$ cat config.mk
export PLATFORM = sky130hd
export DESIGN_NAME = addsub_share_ctrl
export DESIGN_NICKNAME = d
export VERILOG_FILES = /design/src/rtl/addsub_share_pkg.sv /design/src/rtl/adder_sub.sv /design/src/rtl/rr_arb2.sv /design/src/rtl/addsub_share_ctrl.sv
export SDC_FILE = /design/constraint.sdc
export NUM_CORES = 1
export LEC_CHECK = 0
export CORE_ASPECT_RATIO = 0.75
export CORE_MARGIN = 2
export CORE_UTILIZATION = 39
export DETAILED_ROUTE_END_ITERATION = 7
export HOLD_SLACK_MARGIN = 0.05
export PLACE_DENSITY = 0.69
export SLEW_MARGIN = 20
export SYNTH_ARGS = -nofsm -noshare
export SYNTH_HDL_FRONTEND = slang
export SYNTH_SLANG_ARGS = --single-unit
$ cat constraint.sdc
create_clock -name clk -period 4.05 [get_ports clk]
set_input_delay 0.6075 -clock clk [delete_from_list [all_inputs] [get_ports clk]]
set_output_delay 0.6075 -clock clk [all_outputs]
set_load 0.01 [all_outputs]
$ cat src/rtl/addsub_share_pkg.sv
// Shared types and constants for the two-requester add/sub sharing controller.
package addsub_share_pkg;

  // Width of the shared arithmetic datapath; the controller operand width must match it.
  localparam int ADDSUB_W = 4;

  // Width of the requester id carried with each operation.
  localparam int ID_W = 1;

  // Controller sequencing states.
  typedef enum logic [1:0] {
    IDLE = 2'd0,
    CALC = 2'd1,
    RESP = 2'd2
  } state_e;

  // Two's-complement overflow of a +/- b given the datapath sum.
  // The effective second operand is b inverted when subtracting.
  function automatic logic calc_ovf(input logic [ADDSUB_W-1:0] a,
                                    input logic [ADDSUB_W-1:0] b,
                                    input logic                sub,
                                    input logic [ADDSUB_W-1:0] s);
    logic [ADDSUB_W-1:0] b_eff;
    b_eff    = b ^ {ADDSUB_W{sub}};
    calc_ovf = (a[ADDSUB_W-1] == b_eff[ADDSUB_W-1]) && (s[ADDSUB_W-1] != a[ADDSUB_W-1]);
  endfunction

endpackage

$ cat src/rtl/adder_sub.sv
// 4-bit ripple adder-subtractor: m=0 gives a+b, m=1 gives a-b (carry=1 means no borrow).
module adder_sub (
  input  logic [3:0] a,
  input  logic [3:0] b,
  input  logic       m,
  output logic [3:0] s,
  output logic       carry
);

  logic       c;
  logic       bx;

  // Ripple chain; mode bit inverts b and feeds the initial carry for subtraction.
  always_comb begin
    s  = '0;
    c  = m;
    bx = 1'b0;
    for (int i = 0; i < 4; i++) begin
      bx   = b[i] ^ m;
      s[i] = a[i] ^ bx ^ c;
      c    = (a[i] & bx) | (a[i] & c) | (bx & c);
    end
    carry = c;
  end

endmodule

$ cat src/rtl/rr_arb2.sv
// Two-input round-robin arbiter: a lone valid wins, a tie goes to the prio input.
module rr_arb2 (
  input  logic [1:0] valid_i,
  input  logic       prio_i,
  input  logic       en_i,
  output logic [1:0] gnt_o
);

  // One-hot grant; nothing is granted while disabled.
  always_comb begin
    gnt_o = 2'b00;
    if (en_i) begin
      if (valid_i == 2'b11) begin
        gnt_o = prio_i ? 2'b10 : 2'b01;
      end else begin
        gnt_o = valid_i;
      end
    end
  end

endmodule

$ cat src/rtl/addsub_share_ctrl.sv
// Sequencing controller sharing one adder_sub between two requesters.
// Handshakes: a transfer happens in a cycle where valid and ready are both high;
// requesters hold valid and operands stable until ready, the consumer sees
// rsp_* stable while rsp_valid is high and rsp_ready is low.
// Flow: IDLE (accept, capture operands) -> CALC (run datapath, register result)
// -> RESP (present result until taken) -> IDLE.
module addsub_share_ctrl
  import addsub_share_pkg::*;
#(
  parameter int INIT_PRIO = 0,
  parameter int W         = 4
) (
  input  logic         clk,
  input  logic         rst_n,
  input  logic         req0_valid,
  output logic         req0_ready,
  input  logic [W-1:0] req0_a,
  input  logic [W-1:0] req0_b,
  input  logic         req0_sub,
  input  logic         req1_valid,
  output logic         req1_ready,
  input  logic [W-1:0] req1_a,
  input  logic [W-1:0] req1_b,
  input  logic         req1_sub,
  output logic         rsp_valid,
  input  logic         rsp_ready,
  output logic         rsp_id,
  output logic [W-1:0] rsp_sum,
  output logic         rsp_carry,
  output logic         rsp_ovf,
  output logic         busy
);

  // The datapath is a fixed 4-bit unit; any other operand width cannot work.
  if (W != ADDSUB_W) begin : g_bad_width
    $error("addsub_share_ctrl: W must equal %0d", ADDSUB_W);
  end

  localparam logic PRIO_RST = (INIT_PRIO != 0);

  state_e              state_q;
  logic                prio_q;
  logic                prio_d;
  logic [W-1:0]        op_a_q,  op_a_d;
  logic [W-1:0]        op_b_q,  op_b_d;
  logic                op_sub_q, op_sub_d;
  logic [ID_W-1:0]     op_id_q, op_id_d;
  logic                rsp_valid_q;
  logic [ID_W-1:0]     rsp_id_q;
  logic [W-1:0]        rsp_sum_q;
  logic                rsp_carry_q;
  logic                rsp_ovf_q;

  logic [1:0]          gnt;
  logic                arb_en;
  logic [W-1:0]        dp_s;
  logic                dp_carry;
  logic                dp_ovf;

  // Requests are only considered in IDLE and never while reset is held.
  assign arb_en = (state_q == IDLE) && rst_n;

  rr_arb2 u_arb (
    .valid_i ({req1_valid, req0_valid}),
    .prio_i  (prio_q),
    .en_i    (arb_en),
    .gnt_o   (gnt)
  );

  assign req0_ready = gnt[0];
  assign req1_ready = gnt[1];

  // Operand capture mux and the priority update: the loser of this grant wins next tie.
  always_comb begin
    op_a_d   = gnt[1] ? req1_a   : req0_a;
    op_b_d   = gnt[1] ? req1_b   : req0_b;
    op_sub_d = gnt[1] ? req1_sub : req0_sub;
    op_id_d  = gnt[1];
    prio_d   = gnt[0];
  end

  adder_sub u_dp (
    .a     (op_a_q),
    .b     (op_b_q),
    .m     (op_sub_q),
    .s     (dp_s),
    .carry (dp_carry)
  );

  assign dp_ovf = calc_ovf(op_a_q, op_b_q, op_sub_q, dp_s);

  // Controller FSM with all operand and response registers.
  always_ff @(posedge clk or negedge rst_n) begin
    if (!rst_n) begin
      state_q     <= IDLE;
      prio_q      <= PRIO_RST;
      op_a_q      <= '0;
      op_b_q      <= '0;
      op_sub_q    <= 1'b0;
      op_id_q     <= '0;
      rsp_valid_q <= 1'b0;
      rsp_id_q    <= '0;
      rsp_sum_q   <= '0;
      rsp_carry_q <= 1'b0;
      rsp_ovf_q   <= 1'b0;
    end else begin
      case (state_q)
        IDLE: begin
          if (|gnt) begin
            op_a_q   <= op_a_d;
            op_b_q   <= op_b_d;
            op_sub_q <= op_sub_d;
            op_id_q  <= op_id_d;
            prio_q   <= prio_d;
            state_q  <= CALC;
          end
        end
        CALC: begin
          rsp_sum_q   <= dp_s;
          rsp_carry_q <= dp_carry;
          rsp_ovf_q   <= dp_ovf;
          rsp_id_q    <= op_id_q;
          rsp_valid_q <= 1'b1;
          state_q     <= RESP;
        end
        RESP: begin
          if (rsp_ready) begin
            rsp_valid_q <= 1'b0;
            state_q     <= IDLE;
          end
        end
        default: begin
          rsp_valid_q <= 1'b0;
          state_q     <= IDLE;
        end
      endcase
    end
  end

  assign rsp_valid = rsp_valid_q;
  assign rsp_id    = rsp_id_q;
  assign rsp_sum   = rsp_sum_q;
  assign rsp_carry = rsp_carry_q;
  assign rsp_ovf   = rsp_ovf_q;
  assign busy      = (state_q != IDLE);

endmodule

==> impl_results.md <==
* Syn Nets at 134
* Non-filler cells in the finished layout at 173
* Layout cells sized above 1 at 9.49%
* # DRC at 0
* TritonCTS clock tree: yes
* Row count at 16
* Min-Delay Endpoint: rsp_id
* DR WL/cell at 14.1 µm
* Leakage at 0.600 nW
* Max H-tree Level at 1
* Total wire length at 2450 µm
* Pin count of the biggest net entering global routing at 23
* Worst VDD drop at 0.256 mV
* Vias in the first global route at 912
* Max-cap viol count at 0
* CTS buffer count at 3
* Mapped Area at 1120 µm²
* Worst Hold Depth at 2
* Core ar. at 2660 µm²
* Crit end category: primary output
* Syn Area/Cell at 10.5 µm²
* Vias per cell at 5.56
* CP Class: primary input to primary output
* Hold Crit Class: register to register
* Die Span Y at 50.4 µm
* Horiz. Die Dim at 65.9 µm
* Layout area overhead at 34.9%
* Critical Path RT at 3.44 ns
* Vias at 962
* DP Wirelength at 1800 µm
* Core Util, Final at 56.7%
* PD cells at 649 nW/µm²
* Clock skew at 0.00737 ns
* Total Neg Setup Slack at 0 ns
* RD Place Congestion at 0.860
* R2R Path End: rsp_ovf
* Setup repair bufs after CTS at 0
* Worst slew pin tran at 0.703 ns
* CTS Hold Bufs at 0
* Count of cell types in the netlist at 30
* Tot Pwr at 0.980 mW
* Number of synthesized register bits at 21
* PortBufs at 33
* Iter 0 DRT Violations at 36
* Remaining antenna violation count at 0
* Register area share after synthesis at 46.9%
* Max-Slew Margin vs Limit at 53.0%
* GRT Residual Overflow at 0
* R2r worst-path depth at 6
* Fin nets at 165
* Initial cell density of the core at 42.1%
* Mapped Cells at 107
* # IOs at 34
* Final period utilization at 71.6%
* Slew Viols, Final at 0
* Final Worst Setup Slack at 1.15 ns
* TritonRoute pass-1 iters at 5
* # diodes at 0
* HP Start: rsp_id
* First-pass GRT wire length at 3970 µm
* R2r startpoint: op_sub_q
* RSZ-0062 raised after global routing: no
* Root buffer cell: clkbuf_8
* Clock Path Buffers at 2
* Setup violators final at 0
* Post-place setup slack at 1.17 ns
* Yosys warns at 0
* R2R Setup Slk at 1.64 ns
* PostCTS Resize Cnt at 0
* Die area at 3320 µm²
* Worst-Skew Late Latency at 0.27 ns
* Clock-pin slew on the worst setup and hold paths at 0.07 ns
* Most frequent cells in the layout: clkdlybuf4s50_1 (33), dfrtp_1 (21), o31ai_1 (10)
* Inst Count DP at 169
* Clock Sinks at 21
* Highest clock rate at 345 MHz
* Final Hold Vio Count at 0
* Arr. time, crit path at 2.29 ns
* Startpoint Class: primary input
* Status: completed
* GRT Total Usage at 16.4%
* Min Clock Period, post-route at 2.90 ns
* Max FO, Critical Path at 21
* Most common cell after layout, fill and taps aside: clkdlybuf4s50_1
* Initial antenna violation count at 0
## worst max-delay path: stages
cell	delay, ns
clkdlybuf4s50_1	0.48
nor3b_2	0.16
buf_4	0.25
and3_1	0.24
clkdlybuf4s50_1	0.55
## stage by stage
step / hold WS, ns / instance area (µm²)
finish: 0.482 / 1510
global route: 0.503 / 1510
CTS: 0.490 / 1510
detailed placement: 0.472 / 1460
global placement: 0.461 / 1460
floorplan: 0.312 / 1120
## cell usage after synthesis
| cell type | instances | area (µm²) |
|---|---|---|
| nor2_1 | 1 | 3.75 |
| a31oi_1 | 9 | 56.3 |
| nand2b_1 | 2 | 12.5 |
| o21ai_1 | 1 | 5.00 |
| and2_0 | 1 | 6.26 |
| ha_1 | 1 | 12.5 |
| nand4_1 | 9 | 56.3 |
| nand3_1 | 1 | 5.00 |
| inv_1 | 3 | 11.3 |
| nand2_1 | 6 | 22.5 |
| o21a_1 | 1 | 7.51 |
| a21o_1 | 1 | 7.51 |
| or2_1 | 1 | 6.26 |
| buf_1 | 1 | 3.75 |
| nor3b_2 | 1 | 12.5 |
| buf_6 | 1 | 11.3 |
| buf_2 | 4 | 20.0 |
| o21ai_0 | 3 | 15.0 |
| clkbuf_1 | 3 | 11.3 |
| a21oi_1 | 9 | 45.0 |
| nor2b_1 | 1 | 6.26 |
| or3b_1 | 1 | 8.76 |
| mux2_2 | 5 | 56.3 |
| dfrtp_1 | 21 | 526 |
| xor2_1 | 3 | 26.3 |
| and3_1 | 1 | 6.26 |
| o31ai_1 | 10 | 75.1 |
| xnor2_1 | 2 | 17.5 |
| fa_1 | 3 | 60.1 |
| or2_2 | 1 | 6.26 |
## state kept, by name, summed over array words and instances (netlist names)
| signal | count |
|---|---|
| op_a_q | 4 |
| op_b_q | 4 |
| rsp_sum | 4 |
| state_q | 2 |
| op_id_q | 1 |
| op_sub_q | 1 |
| prio_q | 1 |
| rsp_carry | 1 |
| rsp_id | 1 |
| rsp_ovf | 1 |
| rsp_valid | 1 |
## cell type report
class / count / area (µm²)
sequential: 21 / 526
clock inverter: 1 / 5.00
multi-input combinational: 74 / 537
fill: 238 / 1150
inverter: 3 / 11.3
clock buffer: 3 / 41.3
tap: 36 / 45.0
timing repair buffer: 35 / 345
## per-layer routing
metal  track usage (%)  part of all wire [%]  vias to the layer above
met5                 0                     0                        -
met4              9.38                   2.3                        0
met3              6.73                   5.8                        7
met2              25.3                    47                       35
met1              19.2                    45                      464
li1                  -                     -                      456
## cell families after synthesis
logic type	Yosys count	synth area share, %
buffers and inverters	12	5.14
flip-flops	21	46.9
AND/OR/NAND/NOR	26	13.6
XOR/XNOR	5	3.91
AO/OA/AOI/OAI	34	18.9
adder cells (fa/ha/maj)	4	6.48
multiplexers	5	5.03
## report_power, final
group	switching, mW	total [mW]	internal, mW
clock	0.0718	0.141	0.0687
combinational	0.208	0.464	0.255
sequential	0.0728	0.376	0.303
## how the worst max path moves through the flow
stage,to,slack (ns),startpoint,cells past startpoint
after floorplan,rsp_ovf,1.74,op_b_q[0],6
after global placement,req0_ready,1.19,rst_n,5
after detailed placement,req0_ready,1.17,rst_n,5
after CTS,req0_ready,1.15,rst_n,5
after global routing,req1_ready,1.05,rst_n,6
final,req0_ready,1.15,rst_n,5
Power figures use the tool's default switching activity.
